==> src/rtl/bcd_to_bin_pkg.sv <==
// rtl/bcd_to_bin_pkg.sv - shared state enum and defaults for the BCD to binary converter
package bcd_to_bin_pkg;

   typedef enum logic {
      IDLE = 1'b0,
      CONV = 1'b1
   } state_t;

   localparam int DIGITS_DEF    = 6;
   localparam int BIN_W_DEF     = 20;
   localparam int BCD_MAX_DIGIT = 9;

endpackage

==> src/rtl/bcd_mul10_add.sv <==
// rtl/bcd_mul10_add.sv - combinational acc*10 + digit, wrapping modulo 2^BIN_W
module bcd_mul10_add #(
   parameter int BIN_W = 20
) (
   input  logic [BIN_W-1:0] acc,
   input  logic [3:0]       digit,
   output logic [BIN_W-1:0] result
);

   // Shift-add keeps the multiply cheap; every term is BIN_W wide so overflow wraps.
   assign result = (acc << 3) + (acc << 1) + BIN_W'(digit);

endmodule

==> src/rtl/bcd_to_bin.sv <==
// rtl/bcd_to_bin.sv - serial MSD-first BCD to binary converter; optional BCD_DIGIT_CHECK_EN flags digits >9
module bcd_to_bin
   import bcd_to_bin_pkg::*;
#(
   parameter int DIGITS = DIGITS_DEF,
   parameter int BIN_W  = BIN_W_DEF
) (
   input  logic                clk,
   input  logic                rst_n,
   input  logic                start,
   input  logic [4*DIGITS-1:0] BCD_in,
   output logic [BIN_W-1:0]    bin_out,
   output logic                done,
   output logic                busy,
   output logic                err
);

   localparam int CNT_W = (DIGITS > 1) ? $clog2(DIGITS) : 1;

   state_t              state;
   logic [4*DIGITS-1:0] shreg;
   logic [BIN_W-1:0]    acc;
   logic [BIN_W-1:0]    acc_next;
   logic [CNT_W-1:0]    cnt;
   logic [3:0]          digit;
   logic                last_step;

   assign digit     = shreg[4*DIGITS-1 -: 4];
   assign last_step = (cnt == CNT_W'(DIGITS - 1));

   bcd_mul10_add #(.BIN_W(BIN_W)) u_mul10_add (
      .acc    (acc),
      .digit  (digit),
      .result (acc_next)
   );

`ifdef BCD_DIGIT_CHECK_EN
   logic bad;
   logic bad_now;
   // Include the digit being consumed this edge so the last nibble is also caught.
   assign bad_now = bad | (digit > 4'(BCD_MAX_DIGIT));
`else
   assign err = 1'b0;
`endif

   always_ff @(posedge clk or negedge rst_n) begin
      if (!rst_n) begin
         state   <= IDLE;
         shreg   <= '0;
         acc     <= '0;
         cnt     <= '0;
         bin_out <= '0;
         done    <= 1'b0;
         busy    <= 1'b0;
`ifdef BCD_DIGIT_CHECK_EN
         bad     <= 1'b0;
         err     <= 1'b0;
`endif
      end else begin
         done <= 1'b0;
         case (state)
            IDLE: begin
               if (start) begin
                  shreg <= BCD_in;
                  acc   <= '0;
                  cnt   <= '0;
                  busy  <= 1'b1;
                  state <= CONV;
`ifdef BCD_DIGIT_CHECK_EN
                  bad   <= 1'b0;
`endif
               end
            end
            CONV: begin
               acc   <= acc_next;
               shreg <= shreg << 4;
               cnt   <= cnt + CNT_W'(1);
`ifdef BCD_DIGIT_CHECK_EN
               bad   <= bad_now;
`endif
               if (last_step) begin
                  state <= IDLE;
                  busy  <= 1'b0;
                  done  <= 1'b1;
`ifdef BCD_DIGIT_CHECK_EN
                  bin_out <= bad_now ? '0 : acc_next;
                  err     <= bad_now;
`else
                  bin_out <= acc_next;
`endif
               end
            end
            default: state <= IDLE;
         endcase
      end
   end

endmodule

==> config.mk <==
export PLATFORM = sky130hd
export DESIGN_NAME = bcd_to_bin
export DESIGN_NICKNAME = d
export VERILOG_FILES = /design/src/rtl/bcd_to_bin_pkg.sv /design/src/rtl/bcd_mul10_add.sv /design/src/rtl/bcd_to_bin.sv
export SDC_FILE = /design/constraint.sdc
export NUM_CORES = 1
export LEC_CHECK = 0
export CAP_MARGIN = 20
export CORE_MARGIN = 3
export CORE_UTILIZATION = 50
export CTS_BUF_LIST = sky130_fd_sc_hd__clkbuf_16
export DETAILED_ROUTE_END_ITERATION = 16
export GPL_TIMING_DRIVEN = 0
export PLACE_DENSITY = 0.87
export SLEW_MARGIN = 0
export SYNTH_ARGS = -nofsm -noshare
export SYNTH_HDL_FRONTEND = slang
export SYNTH_SLANG_ARGS = --single-unit
==> constraint.sdc <==
create_clock -name clk -period 2.37 [get_ports clk]
set_input_delay 0.474 -clock clk [delete_from_list [all_inputs] [get_ports clk]]
set_output_delay 0.474 -clock clk [all_outputs]
set_load 0.1 [all_outputs]
# After elaboration in Yosys (flattened, before gate mapping)
# Cells that the tools add are included.
[word_totals]
regBits = 69
latch_bits = 0
mem_bits_rw = 0
rom_bits = 0
in_bits = 27
out_inout_bits = 23
elab_cells = 30
mem_count = 0
[classes]
addsub = 3
multipliers = 0
n_div = 0
n_lt_le_gt_ge = 0
n_eq_ne = 3
shifts = 0
mux = 14
bitwise = 1
n_reduce_logical = 2
[ops]
columns = ["operator", "n"]
rows = [
  ["$pmux 24 s2", 1],
  ["$pmux 19 s2", 1],
  ["$mux 24", 1],
  ["$add 20x20->20", 1],
  ["$add 20x4->20", 1],
  ["$mux 19", 1],
  ["$mux 1", 6],
  ["$pmux 3 s2", 1],
  ["$pmux 1 s2", 2],
  ["$reduce_and 2->1", 2],
  ["$add 3x1->3 const B", 1],
  ["$eq 3x3->1 const B", 1],
  ["$mux 3", 1],
  ["$ne 2x1->1 const B", 1],
  ["$ne 2x2->1 const B", 1],
  ["$not 1->1", 1],
]

# Longest topological paths before layout
[depth]
depth_word = 3
depth_mapped = 10
mapped_depth_nobuf = 10

# Modules after synthesis
# A second synthesis with hierarchy kept.
[hier_totals]
hier_cells = 342
area_unflattened_um2 = 3997.6
[modules_own_cells]
columns = ["mod", "n_inst", "cells_per_inst", "area_per_inst_um2", "seq_area_each_um2"]
rows = [
  ["bcd_to_bin", 1, 211, 2884.0, 1751.7],
  ["bcd_mul10_add", 1, 131, 1113.6, 0.0],
]

# Worst setup path before layout
# No wires, ideal clock.
[synth_path]
path_kind = "register -> register"
from = "register shreg[23]"
to = "register bin_out[10]"
setup_time_ns = 0.126
arrival_ns = 2.456
required_time_ns = 2.244
path_slack_ns = -0.212
stages_incl_launch_ff = 11
path_buffers = 0
synth_period_minus_slack_ns = 2.582
path_cell_list = "dfrtp_1 inv_1 fa_1 inv_1 fa_1 a21oi_1 o21ai_1 a31o_1 a21oi_2 xnor2_1 mux2_4"
[synth_via]
elab_chain_len = 1
[synth_rtl]
columns = ["element", "line_no", "text"]
rows = [
  ["start: declaration", "bcd_to_bin.sv:21", "logic [4*DIGITS-1:0] shreg;"],
  ["start signal: assignment", "bcd_to_bin.sv:64", "shreg <= BCD_in;"],
  ["start signal: assignment", "bcd_to_bin.sv:76", "shreg <= shreg << 4;"],
  ["$add 20x4->20", "bcd_mul10_add.sv:11", "assign result = (acc << 3) + (acc << 1) + BIN_W'(digit);"],
  ["end signal: assignment", "bcd_to_bin.sv:89", "bin_out <= acc_next;"],
  ["end: declaration", "bcd_to_bin.sv:12", "output logic [BIN_W-1:0] bin_out,"],
]
# No other way between the ends.
# A chain may end at the register's enable or synchronous reset.

# Worst setup path in the final report
[layout_path]
from = "register acc[2]"
to = "register acc[13]"
[layout_via]
elab_chain_len = 3
[layout_rtl]
columns = ["element", "line_no", "text"]
rows = [
  ["start: declaration", "bcd_to_bin.sv:22", "logic [BIN_W-1:0] acc;"],
  ["start signal: assignment", "bcd_to_bin.sv:75", "acc <= acc_next;"],
  ["$add 20x20->20", "bcd_mul10_add.sv:11", ""],
  ["$add 20x4->20", "bcd_mul10_add.sv:11", ""],
  ["$pmux 19 s2", "bcd_to_bin.sv:61", "case (state)"],
]
# No other way between the ends.

==> qor.txt <==
Critical Path Slowest Stage Cell: sky130_fd_sc_hd__fa_1
Clock net sink count: 69
Final Routed Wirelength: 10.5 mm
Required arrival time at the worst endpoint: 2600 ps
Post-route cell area: 0.00502 sq mm
Number of buffer and inverter instances along the worst setup path: 2
Worst Setup Slack, final: -316 ps
FF-to-FF path depth: 10
Half-perimeter wire length of the detailed placement result: 6.48 mm
Drc violations: 0
Path length in cells of the critical path: 10
Type of destination of the critical path: flop
Overflow after GRT: 0
Global Route Usage Sum: 25.6%
Hold buffers post-CTS: 0
Clock Root Buffer: sky130_fd_sc_hd__clkbuf_16
Number of buffers added by the clock tree synthesis step: 9
Detail-routed net length per standard cell: 18.9 um
Floorplan Core Area: 0.00733 sq mm
Main area contributors after synthesis: sky130_fd_sc_hd__dfrtp_1 (45%), sky130_fd_sc_hd__ha_1 (12%), sky130_fd_sc_hd__nand2_1 (7.7%)
Data arrival at the endpoint of the critical path: 2910 ps
Violation count after the first detailed-route iteration: 240
Initial antenna violation count: 0
Post-synthesis cell type count: 44
Violations in the final reports: negative setup slack
Relative slew slack: 33.7%
Final setup violation count: 25
Post-Synthesis Net Count: 445
Share of synthesized area occupied by flip-flops and latches: 45.1%
Crit path top cell by count: sky130_fd_sc_hd__inv_2
Highest Clock Rate: 372 MHz
Post-detailed-route count of antenna-violating nets: 0
Number of detailed-routing iterations run before antenna repair: 5
Horizontal die dimension: 93.5 um
Cell family with the largest share of critical-path delay: adder cells
Post-synthesis area per instance: 10.1 sq um
Final Cycle Share: 113%
Number of buffers between clock root and the deepest sink: 2
Reported max-cap violation count: 0
Pins Over Slew Limit: 0
Final Hold Fails: 0
Count of inserted antenna diode cells: 0
Transition at the pin with the smallest max-transition slack: 991 ps
Starting density of the core: 52.2%
Number of cells produced by synthesis: 380
Biggest area consumer among synthesized cells: sky130_fd_sc_hd__dfrtp_1
Ys Warns: 0
Number of input and output port buffers inserted: 48
FF+latch area: 0.00173 sq mm
Placed Instance Area: 0.00447 sq mm
Summed instance area of the synthesized netlist: 0.00383 sq mm
Area grow syn2layout: 31.1%
Number of nets in the finished design: 515
Cell Rows: 31
Flip-flop and latch count after synthesis: 69
Global-route wire length before repair: 17.3 mm
Worst-Skew Late Latency: 340 ps
Final weighted congestion of routability-driven global placement: 0.944
Maximum number of pins on one net before global-route repair: 70
Die boundary height: 93.5 um
Share of layout cells above drive strength 1: 17.4%
Worst path max stage delay: 560 ps
Critical Setup Path Class: flop to flop
Type of the most critical hold path: input pin to asynchronous set/reset pin
CP max FO: 3
Via count of the first global-routing pass: 3407
Final clock skew: 8.65 ps
Detailed-route via count: 3334
Final Critical Period: 2690 ps
Share of Yosys cell area claimed by the top area cell type: 45.1%
Die outline area: 0.00874 sq mm
Multi-input gate area: 0.00215 sq mm
Number of top-level design ports: 50
Clock tree from TritonCTS: done
Clock-pin slew on the worst setup and hold paths: 60 ps
Count of filler cells inserted in the layout: 483
CP Cell Sequence: inv_2, fa_1, inv_2, ha_4, a21o_1, and4_4, o21bai_4, a21oi_2, or3_4, a32o_1
Status: finished, violations left
H-Tree Level Count: 3
Setup repair after global routing missed its margin: true
Sort of element at the start of the critical path: flop
Post-DR vias/cell: 6.02
## worst register-to-register path, cell delays in order, from the launching register on
cell                       delay (ps)
sky130_fd_sc_hd__dfrtp_1          400
sky130_fd_sc_hd__inv_2             70
sky130_fd_sc_hd__fa_1             560
sky130_fd_sc_hd__inv_2             60
sky130_fd_sc_hd__ha_4             210
sky130_fd_sc_hd__a21o_1           200
sky130_fd_sc_hd__and4_4           240
sky130_fd_sc_hd__o21bai_4         130
sky130_fd_sc_hd__a21oi_2           70
sky130_fd_sc_hd__or3_4            380
sky130_fd_sc_hd__a32o_1           260
## stage by stage
stage | instances | setup WS (ps) | hold WS (ps) | TNS, ps | utilization, %
after floorplan | 380 | -45.4 | 178 | -102 | -
after global placement | 527 | -1400 | 459 | -98440 | 60.9
after detailed placement | 527 | -257 | 462 | -3050 | 60.9
after CTS | 552 | -195 | 290 | -1910 | 67.5
after global routing | 554 | -397 | 317 | -7430 | 68.5
final | 554 | -316 | 243 | -4770 | 68.5
## cell type report
type	count	area share, %
Sequential cell	69	34.4
Timing Repair Buffer	59	11.4
Multi-Input combinational cell	281	42.9
Buffer	17	1.47
Clock inverter	7	1.94
Tap cell	99	2.47
Clock buffer	9	4.49
Inverter	13	0.972
## cell families (layout without fill, tap and decap cells)
group | after synthesis | in the layout | share of synthesized area [%]
and+or+nand+nor | 106 | 106 | 11.5
AOI/OAI and AO/OA | 92 | 92 | 16.2
DFF | 69 | 69 | 45.1
adders and majority gates | 38 | 38 | 12.8
buffers and inverters | 30 | 105 | 3.20
muxes | 27 | 27 | 7.25
xor gates and xnor gates | 17 | 17 | 3.89
other | 1 | 1 | 0.0979
## routing by layer
metal  part of all wire, %  GRT usage, %  routed length [um]  vias to the layer above
li1                      -             -                   -                     1474
met1                    40          33.2                4160                     1635
met2                    50          42.5                5260                      174
met3                   6.4          4.75                 672                       51
met4                   3.5          9.52                 362                        0
met5                     0             0                   0                        -
## path summary, 6_finish.rpt
check / slack (ps) / end / start
max in group asynchronous: 1550 / bin_out[0] / rst_n
max: -320 / acc[13] / acc[2]
min: 240 / acc[2] / rst_n
max reg2reg: -320 / acc[13] / acc[2]
min reg2reg: 480 / bin_out[7] / bin_out[7]
min in group clk: 480 / bin_out[7] / bin_out[7]
## synthesized netlist by cell type, drive strengths merged
master,number
ha,36
and4,1
xor2,3
a31oi,2
a32o,1
clkbuf,11
a21o,5
nor2,10
o21bai,2
a22o,12
nor3,3
o21ai,35
clkinv,1
or3,1
fa,2
nand3,6
nand2,81
buf,6
mux2i,24
mux2,3
o211a,1
nand4,3
a31o,2
a21oi,20
and2,1
xnor2,14
dfrtp,69
conb,1
o211ai,2
inv,12
o21ba,2
o31ai,7
o21a,1
## cell usage in the layout, fill, tap and decap left out, drive strengths merged
cell type      synthesis  final
nand2                 81     81
dfrtp                 69     69
clkdlybuf4s50          0     47
ha                    36     36
o21ai                 35     35
mux2i                 24     24
clkbuf                11     20
a21oi                 20     20
buf                    6     18
xnor2                 14     14
inv                   12     13
a22o                  12     12
nor2                  10     10
o31ai                  7      7
nand3                  6      6
a21o                   5      5
nand4                  3      3
nor3                   3      3
xor2                   3      3
mux2                   3      3
clkinv                 1      3
o21ba                  2      2
a31o                   2      2
bufinv                 0      2
clkinvlp               0      2
o211ai                 2      2
a31oi                  2      2
o21bai                 2      2
fa                     2      2
o211a                  1      1
and4                   1      1
or3                    1      1
a32o                   1      1
and2                   1      1
o21a                   1      1
conb                   1      1
## flip-flops by register name (all words and copies together) (netlist names)
| signal | cells |
|---|---|
| acc | 19 |
| bin_out | 20 |
| busy | 1 |
| cnt | 3 |
| done | 1 |
| shreg | 24 |
| state | 1 |
## repair_timing
action	CTS	global route
endpoints found under the setup margin	21	26
buffers inserted	9	2
resized for setup	17	14
pin swaps	8	10
Power is not shown: default switching activity piles up to over one toggle a cycle in this logic, so the estimate is an artifact.
